## src/rtl/frv_axi_pkg.sv

```systemverilog
// ---------------------------------------------------------------------------
// frv_axi_pkg
// Shared definitions for the AXI4-Lite SRAM responder:
//   - AXI response codes (OKAY / SLVERR)
//   - responder FSM state encoding
//   - address-window decode helper
// ---------------------------------------------------------------------------
package frv_axi_pkg;

    localparam logic [1:0] AXI_RESP_OKAY   = 2'b00;
    localparam logic [1:0] AXI_RESP_SLVERR = 2'b10;

    localparam logic [1:0] ST_IDLE_ENC    = 2'd0;
    localparam logic [1:0] ST_RD_WAIT_ENC = 2'd1;
    localparam logic [1:0] ST_RD_RSP_ENC  = 2'd2;
    localparam logic [1:0] ST_WR_RSP_ENC  = 2'd3;

    typedef enum logic [1:0] {
        ST_IDLE    = ST_IDLE_ENC,
        ST_RD_WAIT = ST_RD_WAIT_ENC,
        ST_RD_RSP  = ST_RD_RSP_ENC,
        ST_WR_RSP  = ST_WR_RSP_ENC
    } state_t;

    // True when base <= addr < base + win_bytes. The subtraction is done on
    // 33 bits so an address below the base shows up as a set borrow bit
    // instead of wrapping into the window.
    function automatic logic addr_in_window(
        input logic [31:0] addr,
        input logic [31:0] base,
        input logic [32:0] win_bytes
    );
        logic [32:0] off;
        off = {1'b0, addr} - {1'b0, base};
        return (off[32] == 1'b0) && (off < win_bytes);
    endfunction

endpackage

```

## src/rtl/frv_axi_sram_responder_if.sv

```systemverilog
// ---------------------------------------------------------------------------
// frv_axi_sram_responder_if
// AXI4-Lite bus bundle between the CPU wrapper (master) and the SRAM
// responder (slave).
//   AW: awvalid/awready/awaddr/awprot
//   W : wvalid/wready/wdata/wstrb
//   B : bvalid/bready/bresp
//   AR: arvalid/arready/araddr/arprot
//   R : rvalid/rready/rdata/rresp
// ---------------------------------------------------------------------------
interface frv_axi_sram_responder_if;

    logic        awvalid;
    logic        awready;
    logic [31:0] awaddr;
    logic [2:0]  awprot;

    logic        wvalid;
    logic        wready;
    logic [31:0] wdata;
    logic [3:0]  wstrb;

    logic        bvalid;
    logic        bready;
    logic [1:0]  bresp;

    logic        arvalid;
    logic        arready;
    logic [31:0] araddr;
    logic [2:0]  arprot;

    logic        rvalid;
    logic        rready;
    logic [31:0] rdata;
    logic [1:0]  rresp;

    modport slave (
        input  awvalid, awaddr, awprot,
        output awready,
        input  wvalid, wdata, wstrb,
        output wready,
        output bvalid, bresp,
        input  bready,
        input  arvalid, araddr, arprot,
        output arready,
        output rvalid, rdata, rresp,
        input  rready
    );

    modport master (
        output awvalid, awaddr, awprot,
        input  awready,
        output wvalid, wdata, wstrb,
        input  wready,
        input  bvalid, bresp,
        output bready,
        output arvalid, araddr, arprot,
        input  arready,
        input  rvalid, rdata, rresp,
        output rready
    );

endinterface

```

## src/rtl/frv_axi_slot.sv

```systemverilog
// ---------------------------------------------------------------------------
// frv_axi_slot
// One-entry valid/ready holding register for a single AXI request channel.
// Ports:
//   clk, rst   : clock, asynchronous active-high reset
//   in_valid   : upstream valid
//   in_ready   : upstream ready (high while the slot is empty)
//   in_data    : payload captured on handshake
//   clear      : consumer has taken the held payload
//   held       : slot holds a payload
//   data       : held payload
// ---------------------------------------------------------------------------
module frv_axi_slot #(
    parameter int WIDTH = 32
) (
    input  logic             clk,
    input  logic             rst,
    input  logic             in_valid,
    output logic             in_ready,
    input  logic [WIDTH-1:0] in_data,
    input  logic             clear,
    output logic             held,
    output logic [WIDTH-1:0] data
);

    logic             held_r;
    logic [WIDTH-1:0] data_r;

    // Slot occupancy and payload capture. Clear is only raised while the
    // slot is full, so it never races a new handshake.
    always_ff @(posedge clk or posedge rst) begin
        if (rst) begin
            held_r <= 1'b0;
            data_r <= {WIDTH{1'b0}};
        end else if (clear) begin
            held_r <= 1'b0;
        end else if (in_valid && !held_r) begin
            held_r <= 1'b1;
            data_r <= in_data;
        end
    end

    assign in_ready = !held_r;
    assign held     = held_r;
    assign data     = data_r;

endmodule

```

## src/rtl/frv_axi_sram_responder.sv

```systemverilog
// ---------------------------------------------------------------------------
// frv_axi_sram_responder
// AXI4-Lite slave serving a single-port synchronous SRAM. AW, W and AR are
// captured into independent one-entry slots; one SRAM access is performed at
// a time and answered on B or R. Addresses outside the SRAM window get
// SLVERR without touching the SRAM.
// Ports:
//   g_clk, g_reset : clock, asynchronous active-high reset
//   axi            : AXI4-Lite slave bundle
//   sram_cen       : SRAM access enable (one cycle per in-range access)
//   sram_wen       : SRAM write enable, qualified by sram_cen
//   sram_addr      : SRAM word address
//   sram_wstrb     : SRAM byte-write enables
//   sram_wdata     : SRAM write data
//   sram_rdata     : SRAM read data, valid the cycle after a read
// ---------------------------------------------------------------------------
module frv_axi_sram_responder
    import frv_axi_pkg::*;
#(
    parameter logic [31:0] MEM_BASE    = 32'h8000_0000,
    parameter int          MEM_WORDS   = 1024,
    parameter int          ADDR_W      = $clog2(MEM_WORDS),
    parameter bit          WR_PRIORITY = 1'b1
) (
    input  logic                   g_clk,
    input  logic                   g_reset,
    frv_axi_sram_responder_if.slave axi,
    output logic                   sram_cen,
    output logic                   sram_wen,
    output logic [ADDR_W-1:0]      sram_addr,
    output logic [3:0]             sram_wstrb,
    output logic [31:0]            sram_wdata,
    input  logic [31:0]            sram_rdata
);

    localparam logic [32:0] MEM_BYTES = 33'(MEM_WORDS) * 33'd4;

    // Slot outputs
    logic        aw_held_s;
    logic        w_held_s;
    logic        ar_held_s;
    logic [31:0] aw_addr_s;
    logic [35:0] w_pay_s;
    logic [31:0] ar_addr_s;
    logic [31:0] w_data_s;
    logic [3:0]  w_strb_s;

    // Decode
    logic [31:0]       aw_off_s;
    logic [31:0]       ar_off_s;
    logic [ADDR_W-1:0] aw_idx_s;
    logic [ADDR_W-1:0] ar_idx_s;
    logic              aw_in_s;
    logic              ar_in_s;
    logic              wr_go_s;
    logic              rd_go_s;
    logic              unused_s;

    // FSM and response registers
    state_t      state_r;
    logic        bvalid_r;
    logic [1:0]  bresp_r;
    logic        rvalid_r;
    logic [1:0]  rresp_r;
    logic [31:0] rdata_r;

    frv_axi_slot #(.WIDTH(32)) u_aw_slot (
        .clk      (g_clk),
        .rst      (g_reset),
        .in_valid (axi.awvalid),
        .in_ready (axi.awready),
        .in_data  (axi.awaddr),
        .clear    (wr_go_s),
        .held     (aw_held_s),
        .data     (aw_addr_s)
    );

    frv_axi_slot #(.WIDTH(36)) u_w_slot (
        .clk      (g_clk),
        .rst      (g_reset),
        .in_valid (axi.wvalid),
        .in_ready (axi.wready),
        .in_data  ({axi.wstrb, axi.wdata}),
        .clear    (wr_go_s),
        .held     (w_held_s),
        .data     (w_pay_s)
    );

    frv_axi_slot #(.WIDTH(32)) u_ar_slot (
        .clk      (g_clk),
        .rst      (g_reset),
        .in_valid (axi.arvalid),
        .in_ready (axi.arready),
        .in_data  (axi.araddr),
        .clear    (rd_go_s),
        .held     (ar_held_s),
        .data     (ar_addr_s)
    );

    assign w_data_s = w_pay_s[31:0];
    assign w_strb_s = w_pay_s[35:32];

    // Byte offsets into the window; only the word-index bits are used, the
    // range check is done separately on the full address.
    assign aw_off_s = aw_addr_s - MEM_BASE;
    assign ar_off_s = ar_addr_s - MEM_BASE;
    assign aw_idx_s = aw_off_s[ADDR_W+1:2];
    assign ar_idx_s = ar_off_s[ADDR_W+1:2];
    assign aw_in_s  = addr_in_window(aw_addr_s, MEM_BASE, MEM_BYTES);
    assign ar_in_s  = addr_in_window(ar_addr_s, MEM_BASE, MEM_BYTES);

    // Protection bits and the out-of-window offset bits carry no meaning here.
    assign unused_s = &{1'b0, axi.awprot, axi.arprot,
                        aw_off_s[31:ADDR_W+2], aw_off_s[1:0],
                        ar_off_s[31:ADDR_W+2], ar_off_s[1:0]};

    // Arbitration: only in IDLE, a complete write (AW and W) competes with a
    // held read; WR_PRIORITY breaks the tie.
    always_comb begin
        wr_go_s = 1'b0;
        rd_go_s = 1'b0;
        if (state_r == ST_IDLE) begin
            wr_go_s = aw_held_s && w_held_s && (WR_PRIORITY || !ar_held_s);
            rd_go_s = ar_held_s && !wr_go_s;
        end else begin
            wr_go_s = 1'b0;
            rd_go_s = 1'b0;
        end
    end

    // SRAM command: decoded from registered state and slot contents so the
    // access happens in the IDLE cycle that accepts the request.
    always_comb begin
        sram_cen   = 1'b0;
        sram_wen   = 1'b0;
        sram_addr  = {ADDR_W{1'b0}};
        sram_wstrb = 4'b0000;
        sram_wdata = 32'h0000_0000;
        if (wr_go_s && aw_in_s) begin
            sram_cen   = 1'b1;
            sram_wen   = 1'b1;
            sram_addr  = aw_idx_s;
            sram_wstrb = w_strb_s;
            sram_wdata = w_data_s;
        end else if (rd_go_s && ar_in_s) begin
            sram_cen   = 1'b1;
            sram_wen   = 1'b0;
            sram_addr  = ar_idx_s;
        end else begin
            sram_cen   = 1'b0;
            sram_wen   = 1'b0;
        end
    end

    // Transaction FSM with registered B/R response outputs.
    always_ff @(posedge g_clk or posedge g_reset) begin
        if (g_reset) begin
            state_r  <= ST_IDLE;
            bvalid_r <= 1'b0;
            bresp_r  <= AXI_RESP_OKAY;
            rvalid_r <= 1'b0;
            rresp_r  <= AXI_RESP_OKAY;
            rdata_r  <= 32'h0000_0000;
        end else begin
            case (state_r)
                ST_IDLE: begin
                    if (wr_go_s) begin
                        bresp_r  <= aw_in_s ? AXI_RESP_OKAY : AXI_RESP_SLVERR;
                        bvalid_r <= 1'b1;
                        state_r  <= ST_WR_RSP;
                    end else if (rd_go_s) begin
                        if (ar_in_s) begin
                            state_r <= ST_RD_WAIT;
                        end else begin
                            rdata_r  <= 32'h0000_0000;
                            rresp_r  <= AXI_RESP_SLVERR;
                            rvalid_r <= 1'b1;
                            state_r  <= ST_RD_RSP;
                        end
                    end else begin
                        state_r <= ST_IDLE;
                    end
                end
                ST_RD_WAIT: begin
                    rdata_r  <= sram_rdata;
                    rresp_r  <= AXI_RESP_OKAY;
                    rvalid_r <= 1'b1;
                    state_r  <= ST_RD_RSP;
                end
                ST_RD_RSP: begin
                    if (axi.rready) begin
                        rvalid_r <= 1'b0;
                        state_r  <= ST_IDLE;
                    end
                end
                ST_WR_RSP: begin
                    if (axi.bready) begin
                        bvalid_r <= 1'b0;
                        state_r  <= ST_IDLE;
                    end
                end
                default: begin
                    bvalid_r <= 1'b0;
                    rvalid_r <= 1'b0;
                    state_r  <= ST_IDLE;
                end
            endcase
        end
    end

    assign axi.bvalid = bvalid_r;
    assign axi.bresp  = bresp_r;
    assign axi.rvalid = rvalid_r;
    assign axi.rresp  = rresp_r;
    assign axi.rdata  = rdata_r;

endmodule

```

## src/flat_wrapper.sv

```systemverilog
// flat-port wrapper written by rule: the top's interface ports become plain ports
module frv_axi_sram_responder_flat import frv_axi_pkg::*;
#(
    parameter logic [31:0] MEM_BASE    = 32'h8000_0000,
    parameter int          MEM_WORDS   = 1024,
    parameter int          ADDR_W      = $clog2(MEM_WORDS),
    parameter bit          WR_PRIORITY = 1'b1
)
  (g_clk, g_reset, sram_cen, sram_wen, sram_addr, sram_wstrb, sram_wdata, sram_rdata, axi_awvalid, axi_awaddr, axi_awprot, axi_awready, axi_wvalid, axi_wdata, axi_wstrb, axi_wready, axi_bvalid, axi_bresp, axi_bready, axi_arvalid, axi_araddr, axi_arprot, axi_arready, axi_rvalid, axi_rdata, axi_rresp, axi_rready);
  frv_axi_sram_responder_if axi_i ();
  input  logic g_clk;
  input  logic g_reset;
  output logic sram_cen;
  output logic sram_wen;
  output logic [ADDR_W-1:0] sram_addr;
  output logic [3:0] sram_wstrb;
  output logic [31:0] sram_wdata;
  input  logic [31:0] sram_rdata;
  input wire logic [$bits(axi_i.awvalid)-1:0] axi_awvalid;
  input wire logic [$bits(axi_i.awaddr)-1:0] axi_awaddr;
  input wire logic [$bits(axi_i.awprot)-1:0] axi_awprot;
  output wire logic [$bits(axi_i.awready)-1:0] axi_awready;
  input wire logic [$bits(axi_i.wvalid)-1:0] axi_wvalid;
  input wire logic [$bits(axi_i.wdata)-1:0] axi_wdata;
  input wire logic [$bits(axi_i.wstrb)-1:0] axi_wstrb;
  output wire logic [$bits(axi_i.wready)-1:0] axi_wready;
  output wire logic [$bits(axi_i.bvalid)-1:0] axi_bvalid;
  output wire logic [$bits(axi_i.bresp)-1:0] axi_bresp;
  input wire logic [$bits(axi_i.bready)-1:0] axi_bready;
  input wire logic [$bits(axi_i.arvalid)-1:0] axi_arvalid;
  input wire logic [$bits(axi_i.araddr)-1:0] axi_araddr;
  input wire logic [$bits(axi_i.arprot)-1:0] axi_arprot;
  output wire logic [$bits(axi_i.arready)-1:0] axi_arready;
  output wire logic [$bits(axi_i.rvalid)-1:0] axi_rvalid;
  output wire logic [$bits(axi_i.rdata)-1:0] axi_rdata;
  output wire logic [$bits(axi_i.rresp)-1:0] axi_rresp;
  input wire logic [$bits(axi_i.rready)-1:0] axi_rready;
  assign axi_i.awvalid = axi_awvalid;
  assign axi_i.awaddr = axi_awaddr;
  assign axi_i.awprot = axi_awprot;
  assign axi_awready = axi_i.awready;
  assign axi_i.wvalid = axi_wvalid;
  assign axi_i.wdata = axi_wdata;
  assign axi_i.wstrb = axi_wstrb;
  assign axi_wready = axi_i.wready;
  assign axi_bvalid = axi_i.bvalid;
  assign axi_bresp = axi_i.bresp;
  assign axi_i.bready = axi_bready;
  assign axi_i.arvalid = axi_arvalid;
  assign axi_i.araddr = axi_araddr;
  assign axi_i.arprot = axi_arprot;
  assign axi_arready = axi_i.arready;
  assign axi_rvalid = axi_i.rvalid;
  assign axi_rdata = axi_i.rdata;
  assign axi_rresp = axi_i.rresp;
  assign axi_i.rready = axi_rready;
  frv_axi_sram_responder #(.MEM_BASE(MEM_BASE), .MEM_WORDS(MEM_WORDS), .ADDR_W(ADDR_W), .WR_PRIORITY(WR_PRIORITY)) u_core (.g_clk(g_clk), .g_reset(g_reset), .axi(axi_i), .sram_cen(sram_cen), .sram_wen(sram_wen), .sram_addr(sram_addr), .sram_wstrb(sram_wstrb), .sram_wdata(sram_wdata), .sram_rdata(sram_rdata));
endmodule
```

## config.mk

```make
export PLATFORM = sky130hd
export DESIGN_NAME = frv_axi_sram_responder_flat
export DESIGN_NICKNAME = d
export VERILOG_FILES = /design/src/rtl/frv_axi_pkg.sv /design/src/rtl/frv_axi_sram_responder_if.sv /design/src/rtl/frv_axi_slot.sv /design/src/rtl/frv_axi_sram_responder.sv /design/src/flat_wrapper.sv
export SDC_FILE = /design/constraint.sdc
export NUM_CORES = 1
export LEC_CHECK = 0
export BUFFER_PORTS_ARGS = -buffer_cell sky130_fd_sc_hd__buf_2
export CAP_MARGIN = 20
export CORE_ASPECT_RATIO = 1.4
export CORE_MARGIN = 10
export CORE_UTILIZATION = 25
export CTS_BUF_LIST = sky130_fd_sc_hd__clkbuf_4 sky130_fd_sc_hd__clkbuf_8
export CTS_CLUSTER_SIZE = 12
export DETAILED_ROUTE_END_ITERATION = 10
export GPL_TIMING_DRIVEN = 0
export SETUP_SLACK_MARGIN = 0.15
export SYNTH_ARGS = -nofsm -noshare
export SYNTH_HDL_FRONTEND = slang
export SYNTH_SLANG_ARGS = --single-unit
```

## constraint.sdc

```tcl
create_clock -name g_clk -period 6.4 [get_ports g_clk]
set_input_delay 1.28 -clock g_clk [delete_from_list [all_inputs] [get_ports g_clk]]
set_output_delay 1.28 -clock g_clk [all_outputs]
set_load 0.005 [all_outputs]
```

==> results by group <==
Status
  – Run status: finished clean

Placement
  – IO Port Bufs: 221
  – Routability Congestion: 0.743
  – Pre-CTS setup slack: 2.98 ns
  – Hpwl dp: 13600 um

Routing
  – Max layer used: met5
  – DRC errors left: 0
  – Post-route ant nets: 0
  – Iteration-0 DRC Markers: 142
  – Initial DRT Pass Iterations: 4
  – Post-Route M1 WL: 7140 um
  – Met2 routed WL: 8660 um
  – Routed vias: 4496
  – Met3 routed WL: 1730 um
  – WL/cell: 17.3 um
  – Final wirelength: 17800 um
  – Via/cell ratio: 4.36

Finish
  – Final core occ: 34.0%
  – # fillers: 2408
  – Area delta synth->final: 34.4%
  – Final nets: 856
  – Layout cells sized above 1: 50.8%

Pwr
  – P_leak: 0.00374 uW
  – Switching pwr: 1100 uW
  – Sequential Power Share: 44.1%
  – Pint: 2420 uW
  – Tot Pwr: 3520 uW
  – Sw Share: 31.1%
  – Maximum vdd drop: 0.229 mV
  – Comb power frac: 30.7%
  – PwrDens: 446 nW/um^2
  – Clock power share: 25.2%

Clock network
  – Clk_lat worst skew: 0.45 ns
  – Clock Tree Buf Depth: 2
  – CTS Root Cell: clkbuf_8
  – Post-CTS setup buffers: 0
  – CTS clock-pin slew for the worst setup and hold paths: 0.07 ns
  – Sink Count: 137
  – CTS tree: done
  – CTS buffer count: 17
  – Post-CTS Hold Fix Bufs: 0
  – # resized after CTS: 0
  – H-tree levels: 4

Floorplan
  – Die width: 149 um
  – Initial Utilization: 25.3%
  – Core Region: 23200 um^2
  – DIE HEIGHT: 201 um
  – # rows: 66
  – Die Area: 30100 um^2
  – # IOs: 234

Critical path
  – R2R Path Start: u_core.state_r[0]
  – Worst reg-to-reg path cell count: 5
  – Arr. time, crit path: 2.51 ns
  – Worst R2R Setup Slack: 4.40 ns
  – RR Endpoint: u_core.axi.rdata[23]
  – CP Launch Type: register
  – Setup crit end kind: output port
  – Max FO, Critical Path: 10
  – Class of the most critical setup path: register to output port
  – Data required, critical path: 5.12 ns

Hold path
  – Min-Delay Startpoint: u_core.u_w_slot.data[13]
  – Hold EP: u_core.u_w_slot.data[13]
  – Min-delay worst type: register to register
  – Hold Path Depth: 1

STA
  – Achievable Freq: 264 MHz
  – Hold Slack: 0.497 ns
  – Worst Skew: 0.0182 ns
  – Hold Fails Final Rpt: 0
  – Slew Viols, Final: 0
  – Unrepaired setup endpoints after global routing: false
  – Endpoints failing setup: 0
  – Setup ws final: 2.61 ns
  – Setup TNS: 0 ns
  – Relative slew slack: 49.6%
  – Minimum clock period: 3.79 ns
  – Tcrit/Tclk final: 59.2%
  – Slew @ Worst Pin: 0.756 ns

Yosys
  – Sequential area share after synthesis: 58.4%
  – #FFs+latches synth: 137
  – Prevailing post-synth register cell: dfrtp_1
  – Post-synth EDFFs: 0
  – Top cells by area, synth: dfrtp_1 (58%), mux2_2 (18%), a22oi_1 (4.1%), and2_1 (3.8%), o21ai_0 (3.7%)
  – Netlist cell types: 36
  – Post-synth ARST share: 100%
  – Avg Cell Area, Syn: 12.5 um^2
  – Most numerous cell in the Yosys netlist: dfrtp_1
  – Most frequent cells after synthesis: dfrtp_1 (137), mux2_2 (96), o21ai_0 (43)
  – Largest area contributor in the netlist: dfrtp_1
  – Netlist Area Pre-Place: 5870 um^2
  – YS warnings: 0
  – Mapped Cells: 469
  – Post-synth top area share: 58.4%

Global route
  – Pin count of the biggest net entering global routing: 88
  – Via count of the first global-routing pass: 4829
  – GRT overflow: 0
  – Initial antenna violation count: 3
  – First-pass GRT wire length: 27300 um
  – GRT Total Usage: 11.7%

Job
  – Maxcap violations: 0
-- placed cells by master (no fill, tap or decap), drive strengths merged, types with 2 or more instances in the layout --
master,n
bufinv,6
mux2,96
nor4,8
o2bb2ai,10
a22oi,32
nor2,4
clkinv,2
o21ai,43
o21a,2
buf,238
clkbuf,39
nand2,36
a21oi,4
conb,2
inv,8
clkinvlp,3
and2,36
nor2b,4
dfrtp,137
nor4b,2
-- logic make-up after synthesis --
logic type,share of synthesized area (%)
buffers and inverters,3.45
AO/OA/AOI/OAI,10.7
AND/OR/NAND/NOR,9.00
multiplexers,18.4
flip-flops,58.4
other,0.0639
-- critical path, cell delays in order (launching register included) --
cell       delay [ns]
dfrtp_1          0.38
nor4b_1          0.33
and4_1           0.30
nand4_1          0.27
clkbuf_1         0.34
o2bb2ai_1        0.28
buf_2            0.16
-- power groups by stage --
stage / registers [uW] / logic (uW) / clock network [uW]
floorplan: 1520 / 742 / 0
global placement: 1550 / 1080 / 0
detailed placement: 1570 / 1120 / 0
CTS: 1560 / 1110 / 926
global route: 1610 / 1220 / 962
finish: 1550 / 1080 / 887
-- per-layer routing --
layer	track usage, %	vias up
met4	3.58	4
li1	-	2144
met5	0	-
met3	5.57	20
met1	13.3	2167
met2	19.0	161
-- state kept, by name (all words and copies together) (netlist names) --
signal                 count
u_core.u_w_slot.data      36
u_core.axi.rdata          32
u_core.u_ar_slot.data     30
u_core.u_aw_slot.data     30
u_core.state_r             2
u_core.axi.bresp           1
u_core.axi.bvalid          1
u_core.axi.rresp           1
u_core.axi.rvalid          1
u_core.u_ar_slot.held      1
u_core.u_aw_slot.held      1
u_core.u_w_slot.held       1
-- cell type report --
type / count / area, um^2 / share of cell area (%)
well taps: 306 / 383 / 4.85
diodes: 1 / 2.50 / 0.0317
flip-flops and latches: 137 / 3430 / 43.5
clock inverters: 11 / 216 / 2.74
clock buffers: 21 / 277 / 3.50
multi-input cells: 291 / 2240 / 28.4
plain buffers: 34 / 173 / 2.19
inverters: 8 / 35.0 / 0.444
repair buffers: 222 / 1130 / 14.4
-- worst max-delay path by stage --
stage / depth (start not counted) / start / to / slack (ns)
after floorplan: 1 / g_reset / u_core.axi.bresp[1] / 1.45
after global placement: 2 / g_reset / u_core.axi.rdata[18] / -0.56
after detailed placement: 6 / u_core.u_ar_slot.data[25] / sram_addr[5] / 2.98
after CTS: 6 / u_core.u_ar_slot.data[25] / sram_addr[5] / 2.45
after global routing: 6 / u_core.u_ar_slot.data[25] / sram_addr[5] / 2.37
final: 6 / u_core.u_ar_slot.data[25] / sram_addr[5] / 2.61
-- per-stage QoR --
stage,cell area [um^2],instances
after floorplan,5870,470
after global placement,7360,997
after detailed placement,7390,998
after CTS,7890,1030
after global routing,7890,1030
final,7890,1031
Power figures use the tool's default switching activity.
